==> config.mk <==
export PLATFORM = sky130hd
export DESIGN_NAME = stolen_cdc_filter_array
export DESIGN_NICKNAME = d
export VERILOG_FILES = /design/src/rtl/stolen_cdc_filter_array.sv
export SDC_FILE = /design/constraint.sdc
export NUM_CORES = 1
export LEC_CHECK = 0
export BUFFER_PORTS_ARGS = -buffer_cell sky130_fd_sc_hd__clkbuf_2
export CAP_MARGIN = 0
export CORE_ASPECT_RATIO = 0.7
export CORE_UTILIZATION = 57
export CTS_CLUSTER_DIAMETER = 30
export DETAILED_ROUTE_END_ITERATION = 10
export MAX_ROUTING_LAYER = met4
export PLACE_DENSITY = 0.82
export SLEW_MARGIN = 20
export SYNTH_ARGS = -nofsm -noshare
export SYNTH_HDL_FRONTEND = slang
export SYNTH_SLANG_ARGS = --single-unit
==> constraint.sdc <==
create_clock -name clk -period 2 [get_ports clk]
set_input_delay 0.2 -clock clk [delete_from_list [all_inputs] [get_ports clk]]
set_output_delay 0.2 -clock clk [all_outputs]
set_load 0.02 [all_outputs]
==> src/rtl/stolen_cdc_filter_array.sv <==
// Multi-channel async-input synchronizer: per-channel sync chain, stability filter
// and registered rise/fall pulses into the clk domain. Channels are independent.

module stolen_cdc_filter_lane #(
   parameter int   DEST_SYNC_FF  = 3,
   parameter int   FILTER_CYCLES = 2,
   parameter logic RST_BIT       = 1'b0
) (
   input  logic clk,
   input  logic reset_p,
   input  logic async_i,
   output logic level_o,
   output logic rise_o,
   output logic fall_o
);

   localparam int CW = (FILTER_CYCLES > 0) ? $clog2(FILTER_CYCLES + 1) : 1;
   localparam logic [CW-1:0] CNT_MAX = CW'(FILTER_CYCLES);

   (* ASYNC_REG = "TRUE", DONT_TOUCH = "TRUE" *)
   logic [DEST_SYNC_FF-1:0] sync_q;

   logic          s;
   logic [CW-1:0] cnt_q, cnt_d;
   logic          lvl_q, lvl_d;
   logic          rise_q, rise_d;
   logic          fall_q, fall_d;
   logic          upd;

   // Plain shift chain: nothing may sit between stages.
   always_ff @(posedge clk or posedge reset_p) begin
      if (reset_p) sync_q <= {DEST_SYNC_FF{RST_BIT}};
      else         sync_q <= {sync_q[DEST_SYNC_FF-2:0], async_i};
   end

   assign s = sync_q[DEST_SYNC_FF-1];

   // New value must be seen FILTER_CYCLES+1 consecutive cycles; any match restarts the count.
   always_comb begin
      cnt_d = cnt_q;
      lvl_d = lvl_q;
      upd   = 1'b0;
      if (s == lvl_q) begin
         cnt_d = '0;
      end else if (cnt_q == CNT_MAX) begin
         lvl_d = s;
         cnt_d = '0;
         upd   = 1'b1;
      end else begin
         cnt_d = cnt_q + CW'(1);
      end
      rise_d = upd &  s;
      fall_d = upd & ~s;
   end

   always_ff @(posedge clk or posedge reset_p) begin
      if (reset_p) begin
         cnt_q  <= '0;
         lvl_q  <= RST_BIT;
         rise_q <= 1'b0;
         fall_q <= 1'b0;
      end else begin
         cnt_q  <= cnt_d;
         lvl_q  <= lvl_d;
         rise_q <= rise_d;
         fall_q <= fall_d;
      end
   end

   assign level_o = lvl_q;
   assign rise_o  = rise_q;
   assign fall_o  = fall_q;

endmodule

module stolen_cdc_filter_array #(
   parameter int                  CHANNELS      = 4,
   parameter int                  DEST_SYNC_FF  = 3,
   parameter int                  FILTER_CYCLES = 2,
   parameter logic [CHANNELS-1:0] RST_VAL       = '0
) (
   input  logic                clk,
   input  logic                reset_p,
   input  logic [CHANNELS-1:0] async_in,
   output logic [CHANNELS-1:0] level_out,
   output logic [CHANNELS-1:0] rise_pulse,
   output logic [CHANNELS-1:0] fall_pulse,
   output logic                change_any
);

   for (genvar g = 0; g < CHANNELS; g++) begin : g_lane
      stolen_cdc_filter_lane #(
         .DEST_SYNC_FF (DEST_SYNC_FF),
         .FILTER_CYCLES(FILTER_CYCLES),
         .RST_BIT      (RST_VAL[g])
      ) u_lane (
         .clk    (clk),
         .reset_p(reset_p),
         .async_i(async_in[g]),
         .level_o(level_out[g]),
         .rise_o (rise_pulse[g]),
         .fall_o (fall_pulse[g])
      );
   end

   assign change_any = |(rise_pulse | fall_pulse);

endmodule
==> results of run 1 <==
sequential cells by signal, summed over array words and instances (netlist names):
| register | count |
|---|---|
| g_lane.u_lane.level_o | 4 |
| g_lane.u_lane.cnt_q | 8 |
| g_lane.u_lane.rise_o | 4 |
| g_lane.u_lane.sync_q | 12 |
| g_lane.u_lane.fall_o | 4 |
synth_stat cells:
library cell  instances
mux2_2                1
buf_4                12
inv_1                 1
nor2b_4               1
nand2_1               1
mux2_4                3
nor3_1                4
nand2b_4              3
nor4_1                2
nor3b_1              10
dfrtp_1              32
xnor2_1               4
and3b_1               2
layout by cell type, fill, tap and decap left out:
master	synthesis	routed
clkbuf_2	0	18
clkbuf_4	0	5
nand2_1	1	1
mux2_2	1	1
nand2b_4	3	3
nor2b_4	1	1
dfrtp_1	32	32
mux2_4	3	3
buf_4	12	1
clkbuf_1	0	1
nor3b_1	10	10
inv_1	1	1
clkinv_2	0	1
nor4_1	2	2
nor3_1	4	4
and3b_1	2	2
dlygate4sd3_1	0	5
xnor2_1	4	4
power breakdown:
part	internal [mW]	switching, mW
logic	0.259	0.226
clock network	0.129	0.189
registers	0.785	0.137
cell type report:
class | count | area [sq um] | area share (%)
Tap cell | 22 | 27.5 | 2.12
Sequential cell | 32 | 801 | 61.5
Multi-Input combinational cell | 31 | 275 | 21.2
Clock inverter | 1 | 5.00 | 0.385
Inverter | 1 | 3.75 | 0.288
Timing Repair Buffer | 24 | 148 | 11.3
Clock buffer | 6 | 41.3 | 3.17
worst max-delay path by stage:
stage / endpoint / depth (start not counted) / slack (ps)
floorplan: change_any / 2 / 1020
global placement: change_any / 3 / 960
detailed placement: change_any / 3 / 880
CTS: change_any / 3 / 510
global route: change_any / 3 / 450
finish: change_any / 3 / 550
worst register-to-register path: stages (launching register included):
cell and delay (ps):
dfrtp_1 380, nor2b_4 170, mux2_2 330
metrics by stage:
step	setup slack (ps)	cell area, sq um	util [%]	hold slack, ps
floorplan	1020	1170	-	231
finish	546	1300	69.0	351
global route	450	1300	69.0	360
CTS	512	1300	69.0	354
global placement	956	1200	63.9	270
detailed placement	882	1200	63.9	279
logic make-up after synthesis:
group	after synthesis	synth area share, %
multiplexers	4	4.81
buffers and inverters	13	8.02
XOR/XNOR	4	2.99
AND/OR/NAND/NOR	23	15.7
flip-flops	32	68.4
routing by layer:
metal	part of all wire (%)	GRT usage, %
met5	0	-
met4	1.9	15.9
met1	45	17.2
met3	5.5	7.26
met2	47	25.9
==> results.yml, run 1 <==
run_status:
  status: "finished clean"
cts:
  worstSkewPairLatency_ps: 320
  numCtsBuffers: 5
  htreeDepth: 2
  cts_tree: "built"
  cts_resized: 0
  clock-root-buffer: "clkbuf_4"
  clk_path_buf_depth: 2
  hold_buffers: 5
  cts.sinks: 32
  path_clk_slew_ps: 90
  post_cts_buffers: 0
timing:
  relSlewSlack_pct: 74.5
  timing.final.crit_share_pct: 72.7
  fmax_mhz: 688
  final-setup-viol-count: 0
  setup_tns_ps: 0
  drv_slew: 0
  hold_viol: 0
  min_period_ps: 1450
  rsz0062_at_grt: "false"
  worst-slew-pin-transition_ps: 382
  fin_skew_ps: 8.75
pwr:
  cellLeakagePower_nw: 0.642
  irDropWorstVdd_v: 0.000872
  power_density_nw_per_um2: 1330
  power_mw: 1.73
routing:
  drt-total-wl_mm: 1.47
  first_iter_violations: 12
  avgViaCountPerCell: 4.91
  drt_pre_antenna_iters: 4
  ant_nets: 0
  routedWlPerCell_microns: 12.6
  drc: 0
  vias: 574
yosys:
  netlist_top_cells_area: "dfrtp_1, buf_4, nor3b_1"
  synth.distinct_cells: 13
  synth-seq-cells: 32
  syn_avg_cell_area_sq_um: 15.4
  netlist.area_leader.share_pct: 68.4
  ys_warn_count: 0
  synth_fp_nets: 82
  synth_cells: 76
  synth_area_sq_um: 1170
  synth_area_leader_cell: "dfrtp_1"
  ys_seq_area_share_pct: 68.4
layout:
  nNetsFinal: 101
  drive_gt1_share_pct: 34.7
  final_cells: 117
  syn_to_final_growth_pct: 11.2
  num-fill-cells: 146
  diodes: 0
worst_setup_path:
  cp_data_arrival_time_ps: 1250
  reg2reg_from: "g_lane[1].u_lane.cnt_q[1]"
  start_kind: "flop"
  crit_path_end_kind: "output pin"
  worstPathMaxFanout: 2
  ff2ff_path_depth: 2
  slowest_stage: "dfrtp_1"
  regToRegSetupSlack_ps: 1010
  cp_top_family: "flip-flops"
  r2r_end: "g_lane[1].u_lane.level_o"
  startpoint: "g_lane[2].u_lane.fall_o"
  crit_buf_inv: 1
  slowest_delay_ps: 390
  crit_required_ps: 1800
  path_class: "reg -> out"
  crit_chain: "nor4_1 > nand2_1 > clkbuf_2"
global_route:
  grt_usage_pct: 17.0
  grt_pass1_wl_mm: 2.37
  grt_start_max_net_pins: 33
  grt_overflow: 0
  grt_pass1_vias: 554
  antenna_found_initial: 0
placed_design:
  gp_congestion: 0.666
  hpwl_mm: 1.04
  dp.cells: 105
  io_buffer_count: 18
worst_hold_path:
  hp-class: "reg -> reg"
  hold_depth: 0
  min_to: "g_lane[3].u_lane.sync_q[2]"
  holdCritStartpoint: "g_lane[3].u_lane.sync_q[1]"
floorplan:
  floorplan.initialDensity_pct: 62.0
  fp-row-count: 13
  die_area_sq_um: 2240
  ios: 19
  fp.coreArea_sq_um: 1890
  dieWidth_microns: 56.2
  die_h_microns: 39.9
job:
  drv_cap: 0
Power figures use the tool's default switching activity.
==> run 2: changes to the inputs <==
ABC_AREA = 1   (was not set)
CORE_UTILIZATION = 48   (was 57)
PLACE_DENSITY = 0.74   (was 0.82)
clock period = 1.2 ns   (was 2 ns; I/O delays follow)
==> run 2 against run 1 <==
The flow now finishes with violations (negative setup slack). Critical path type unchanged. Die area increased by 17%. Worst setup slack got worse by 560 ps. Count of clock-buffer cells in the layout increased by 2. First-iteration DRC count decreased by 25%. Largest cell class unchanged. Sequential power up 58%. Synthesized area fell by 0.75%. Routed wire length up 5.8%. Design area is 1.2% higher. Worst hold slack is essentially flat. Core utilization shrank 9.3 points.
==> results.yml, run 2 <==
layout:
  drive_gt1_share_pct: 19.8
  final_common_cell: "dfrtp_1"
  largest_register: "g_lane.u_lane.sync_q"
  final_util_pct: 59.7
  final_cell_mix: "dfrtp_1, nand2_1, clkbuf_2"
  largest_reg_flops: 12
  num-fill-cells: 185
  nNetsFinal: 131
  diodes: 0
  top_regs: "g_lane.u_lane.sync_q x12, g_lane.u_lane.cnt_q x8"
  syn_to_final_growth_pct: 13.5
timing:
  rsz0062_at_grt: "true"
  worst-slew-pin-transition_ps: 381
  fmax_mhz: 825
  final-setup-viol-count: 1
  fin_ws_ps: -12.7
  fin_skew_ps: 8.03
  relSlewSlack_pct: 74.6
  min_period_ps: 1210
  drv_slew: 0
  hold_viol: 0
  fin_hold_ws_ps: 351
  timing.final.crit_share_pct: 101
yosys:
  ys_seq_area_share_pct: 69.0
  ys_warn_count: 0
  netlist_top_cells_area: "dfrtp_1, buf_4, nand2_1"
  synth_area_leader_cell: "dfrtp_1"
  synth.distinct_cells: 10
  synth_flop_cell: "dfrtp_1"
  synth_most_common_cell: "dfrtp_1"
  syn_avg_cell_area_sq_um: 11.0
  netlist.area_leader.share_pct: 69.0
  synth_fp_nets: 112
  async_reset_ff_share_pct: 100
  synthTopCellsByCount: "dfrtp_1, nand2_1, nor2_1, inv_1, buf_4"
  synth-edff-count: 0
  synth-seq-cells: 32
  synth_area_sq_um: 1160
  synth_cells: 106
worst_setup_path:
  slowest_stage: "dfrtp_1"
  crit_chain: "nor2_1 > nand4_1 > buf_2"
  start_kind: "flop"
  crit_path_end_kind: "output pin"
  cp_data_arrival_time_ps: 1090
  cp_top_family: "flip-flops"
  worstPathMaxFanout: 2
  slowest_delay_ps: 390
  path_depth: 3
  crit_required_ps: 1080
  crit_buf_inv: 1
  ff2ff_path_depth: 2
  path_class: "reg -> out"
worst_hold_path:
  hold_depth: 0
  hp-class: "reg -> reg"
floorplan:
  die_area_sq_um: 2620
  ios: 19
  fp-row-count: 14
  floorplan.initialDensity_pct: 52.6
  dieWidth_microns: 60.8
  die_h_microns: 43.2
  fp.coreArea_sq_um: 2210
routing:
  ant_nets: 0
  vias: 672
  drt-total-wl_mm: 1.56
  avgViaCountPerCell: 4.25
  drc: 0
  first_iter_violations: 9
  drt_pre_antenna_iters: 2
  routedWlPerCell_microns: 9.87
cts:
  clk_path_buf_depth: 2
  path_clk_slew_ps: 90
  htreeDepth: 2
  post_cts_buffers: 0
  clock-root-buffer: "clkbuf_4"
  numCtsBuffers: 5
  cts_tree: "built"
  cts.sinks: 32
  worstSkewPairLatency_ps: 330
run_status:
  failed_checks: "negative setup slack"
  status: "complete, but fails checks"
global_route:
  antenna_found_initial: 0
  grt_start_max_net_pins: 33
  grt_overflow: 0
  grt_usage_pct: 16.2
  grt_pass1_vias: 653
  grt_pass1_wl_mm: 2.68
placed_design:
  io_buffer_count: 18
  hpwl_mm: 1.06
  gp_congestion: 0.735
job:
  drv_cap: 0
pwr:
  cellLeakagePower_nw: 0.692
  power_mw: 2.83
  irDropWorstVdd_v: 0.000808
  power_density_nw_per_um2: 2150
[run 2: cell count changes in the layout (fill, tap and decap cells not counted), moves of 3 or more]
cell      before  now
o21ai_0        0    3
nand2_1        1   19
inv_1          1   14
nand2b_4       3    0
nor3b_1       10    0
mux2_4         3    0
nor2_1         0   15
[run 2: routing by layer]
layer	routed length, microns	track usage (%)	vias to the layer above
met4	19	15.0	0
li1	-	-	347
met2	689	21.5	22
met3	108	6.40	2
met5	0	-	-
met1	743	18.3	301
[run 2: worst reg2reg max path: cells and delay by family (launching register included)]
| kind | cells | cell delay [ps] |
|---|---|---|
| xor gates and xnor gates | 1 | 230 |
| DFF | 1 | 450 |
| and+or+nand+nor | 1 | 70 |
[run 2: repair_timing]
item                                   4_1_cts  5_1_grt
hold buffers                                 5        0
gates resized for setup                      0        1
setup endpoints to repair                    1        1
pin swaps                                    0        1
endpoints found under the hold margin       36        0
[run 2: area by class of cell]
class	count	area [sq um]	share of cell area, %
Sequential cell	32	801	60.8
Inverter	14	52.6	3.99
Timing Repair Buffer	24	148	11.2
Multi-Input combinational cell	48	218	16.5
Clock buffer	8	58.8	4.46
Tap cell	32	40.0	3.04
[run 2: power breakdown]
| part | total [mW] | internal (mW) | leakage [nW] | switching [mW] |
|---|---|---|---|---|
| combinational | 0.751 | 0.279 | 0.254 | 0.471 |
| clock | 0.620 | 0.289 | 0.0326 | 0.331 |
| sequential | 1.46 | 1.30 | 0.405 | 0.165 |
[run 2: path summary, 6_finish.rpt]
kind,start,slack (ps),endpoint
max,g_lane[1].u_lane.rise_o,-10,change_any
min,g_lane[0].u_lane.sync_q[0],350,g_lane[0].u_lane.sync_q[1]
min reg2reg,g_lane[0].u_lane.sync_q[0],350,g_lane[0].u_lane.sync_q[1]
max reg2reg,g_lane[0].u_lane.level_o,340,g_lane[0].u_lane.cnt_q[1]
min in group asynchronous,reset_p,400,g_lane[2].u_lane.fall_o
max in group asynchronous,reset_p,520,g_lane[1].u_lane.sync_q[2]
[run 2: logic make-up (layout without fill, tap and decap cells)]
kind of cell    after synthesis  count (layout)  share of synthesized area (%)
flops                        32              32                           69.0
compound gates                4               4                           1.94
buf+inv                      26              46                           12.3
xor+xnor                      4               4                           3.02
simple gates                 40              40                           13.8
[run 2: per-stage QoR]
step / setup WS [ps] / setup TNS (ps) / area [sq um] / instances
after floorplan: 389 / 0 / 1160 / 106
after global placement: 367 / 0 / 1210 / 145
after detailed placement: 337 / 0 / 1210 / 145
after CTS: -38.2 / -38.2 / 1320 / 158
after global routing: -90.9 / -90.9 / 1320 / 158
final: -12.7 / -12.7 / 1320 / 158
==> run 3: changes to the inputs <==
GPL_TIMING_DRIVEN = 0   (was not set)
SKIP_CTS_REPAIR_TIMING = 1   (was not set)
==> run 3 against run 2 <==
The run still ends with negative setup slack left. Design area grew 9.9%. Power increased by 8.5%. Sequential share of layout area fell by 5.5 points. Combinational power is 37% higher. Via count is 9.1% higher. Global-route usage shrank 1.3 points. Core utilization rose by 5.9 points. Fmax shrank 0.57%. Clock skew barely moved. Critical path type unchanged. Largest cell class unchanged. Largest power group unchanged. Highest routed layer unchanged.
==> results.yml, run 3 (synthesized netlist as in run 2, its figures left out) <==
timing:
  fmax_mhz: 820
  fin_skew_ps: 7.69
  worst-slew-pin-transition_ps: 615
  drv_slew: 0
  relSlewSlack_pct: 59.0
  timing.final.crit_share_pct: 102
  setup_tns_ps: -19.7
  rsz0062_at_grt: "true"
  fin_hold_ws_ps: 354
  hold_viol: 0
  final-setup-viol-count: 1
  min_period_ps: 1220
  fin_ws_ps: -19.7
floorplan:
  die_h_microns: 43.2
  fp.coreArea_sq_um: 2210
  die_area_sq_um: 2620
  floorplan.initialDensity_pct: 52.6
  ios: 19
  dieWidth_microns: 60.8
  fp-row-count: 14
routing:
  vias: 733
  drt_pre_antenna_iters: 3
  first_iter_violations: 8
  drt-total-wl_mm: 1.61
  ant_nets: 0
  routedWlPerCell_microns: 9.18
  avgViaCountPerCell: 4.19
  drc: 0
layout:
  syn_to_final_growth_pct: 24.7
  multi_input_area_sq_um: 218
  largest_register: "g_lane.u_lane.sync_q"
  final_common_cell: "dfrtp_1"
  nNetsFinal: 148
  drive_gt1_share_pct: 31.5
  diodes: 0
  final_cell_mix: "dfrtp_1, nand2_1, buf_4"
  top_regs: "g_lane.u_lane.sync_q x12, g_lane.u_lane.cnt_q x8"
  num-fill-cells: 183
  largest_reg_flops: 12
  regArea_sq_um: 801
  final_area_sq_um: 1450
placed_design:
  io_buffer_count: 18
  gp_congestion: 0.738
  placed_cell_area_sq_um: 1290
  hpwl_mm: 1.05
cts:
  cts_tree: "built"
  cts.sinks: 32
  numCtsBuffers: 5
  htreeDepth: 2
  path_clk_slew_ps: 100
  clock-root-buffer: "clkbuf_4"
  worstSkewPairLatency_ps: 320
  clk_path_buf_depth: 2
worst_setup_path:
  crit_chain: "nor2_1 > nand4_1 > buf_2"
  crit_buf_inv: 1
  crit_path_end_kind: "output pin"
  slowest_stage: "dfrtp_1"
  worstPathMaxFanout: 2
  path_class: "reg -> out"
  start_kind: "flop"
  crit_required_ps: 1080
  cp_top_family: "flip-flops"
  cp_data_arrival_time_ps: 1100
  slowest_delay_ps: 390
pwr:
  pwr-share-comb_pct: 33.6
  power_mw: 3.07
  power_frac_clock_pct: 20.1
  p_sw_share_pct: 32.9
  sequentialPowerShare_pct: 46.3
  cellLeakagePower_nw: 0.785
  power_density_nw_per_um2: 2120
  netSwitchingPower_mw: 1.01
  p_int_mw: 2.06
  irDropWorstVdd_v: 0.000939
global_route:
  grt_pass1_wl_mm: 2.45
  grt_overflow: 0
  grt_usage_pct: 14.9
  grt_start_max_net_pins: 33
  grt_pass1_vias: 606
  antenna_found_initial: 0
run_status:
  failed_checks: "negative setup slack"
  status: "complete, but fails checks"
job:
  drv_cap: 0
worst_hold_path:
  hp-class: "reg -> reg"
==> run 3: worst paths after layout <==
kind                                            start                          to  slack [ps]  cells after the start
setup / recovery              g_lane[0].u_lane.fall_o                  change_any         -20                      3
min in group asynchronous                     reset_p     g_lane[3].u_lane.fall_o         410                      3
setup reg to reg             g_lane[1].u_lane.level_o   g_lane[1].u_lane.cnt_q[1]         270                      3
hold reg to reg            g_lane[3].u_lane.sync_q[0]  g_lane[3].u_lane.sync_q[1]         350                      0
max in group asynchronous                     reset_p  g_lane[3].u_lane.sync_q[1]         390                      3
hold / removal             g_lane[3].u_lane.sync_q[0]  g_lane[3].u_lane.sync_q[1]         350                      0
==> run 3: worst register-to-register path: stages (launching register included) <==
cell	delay (ps)
dfrtp_1	430
buf_4	150
xnor2_1	180
nor2_1	60
==> run 3: layout make-up <==
| class | count | area share [%] |
|---|---|---|
| Tap cell | 32 | 2.77 |
| Multi-Input combinational cell | 48 | 15.0 |
| Sequential cell | 32 | 55.3 |
| Timing Repair Buffer | 29 | 12.8 |
| Clock buffer | 6 | 3.54 |
| Clock inverter | 2 | 0.691 |
| Buffer | 12 | 6.22 |
| Inverter | 14 | 3.63 |
==> run 3: power groups by stage <==
stage	registers, mW	clock network (mW)	logic (mW)
5_1_grt	1.44	0.687	1.15
6_report	1.42	0.618	1.03
4_1_cts	1.46	0.649	0.861
3_3_place_gp	1.46	0	0.824
2_1_floorplan	1.44	0	0.679
3_5_place_dp	1.48	0	0.852
==> run 3: layer usage <==
metal  routed length, microns  GRT usage, %
met3                       98          9.15
met1                      756          15.4
met2                      719          21.1
met4                       31          9.55
met5                        0             -
==> run 3: per-stage QoR <==
stage / utilization, % / instances / worst slack (ps)
final: 65.6 / 175 / -19.7
after floorplan: - / 106 / 389
after detailed placement: 58.5 / 156 / 28.4
after CTS: 61.3 / 164 / -40.1
after global placement: 58.5 / 156 / 55.9
after global routing: 65.6 / 175 / -74.4
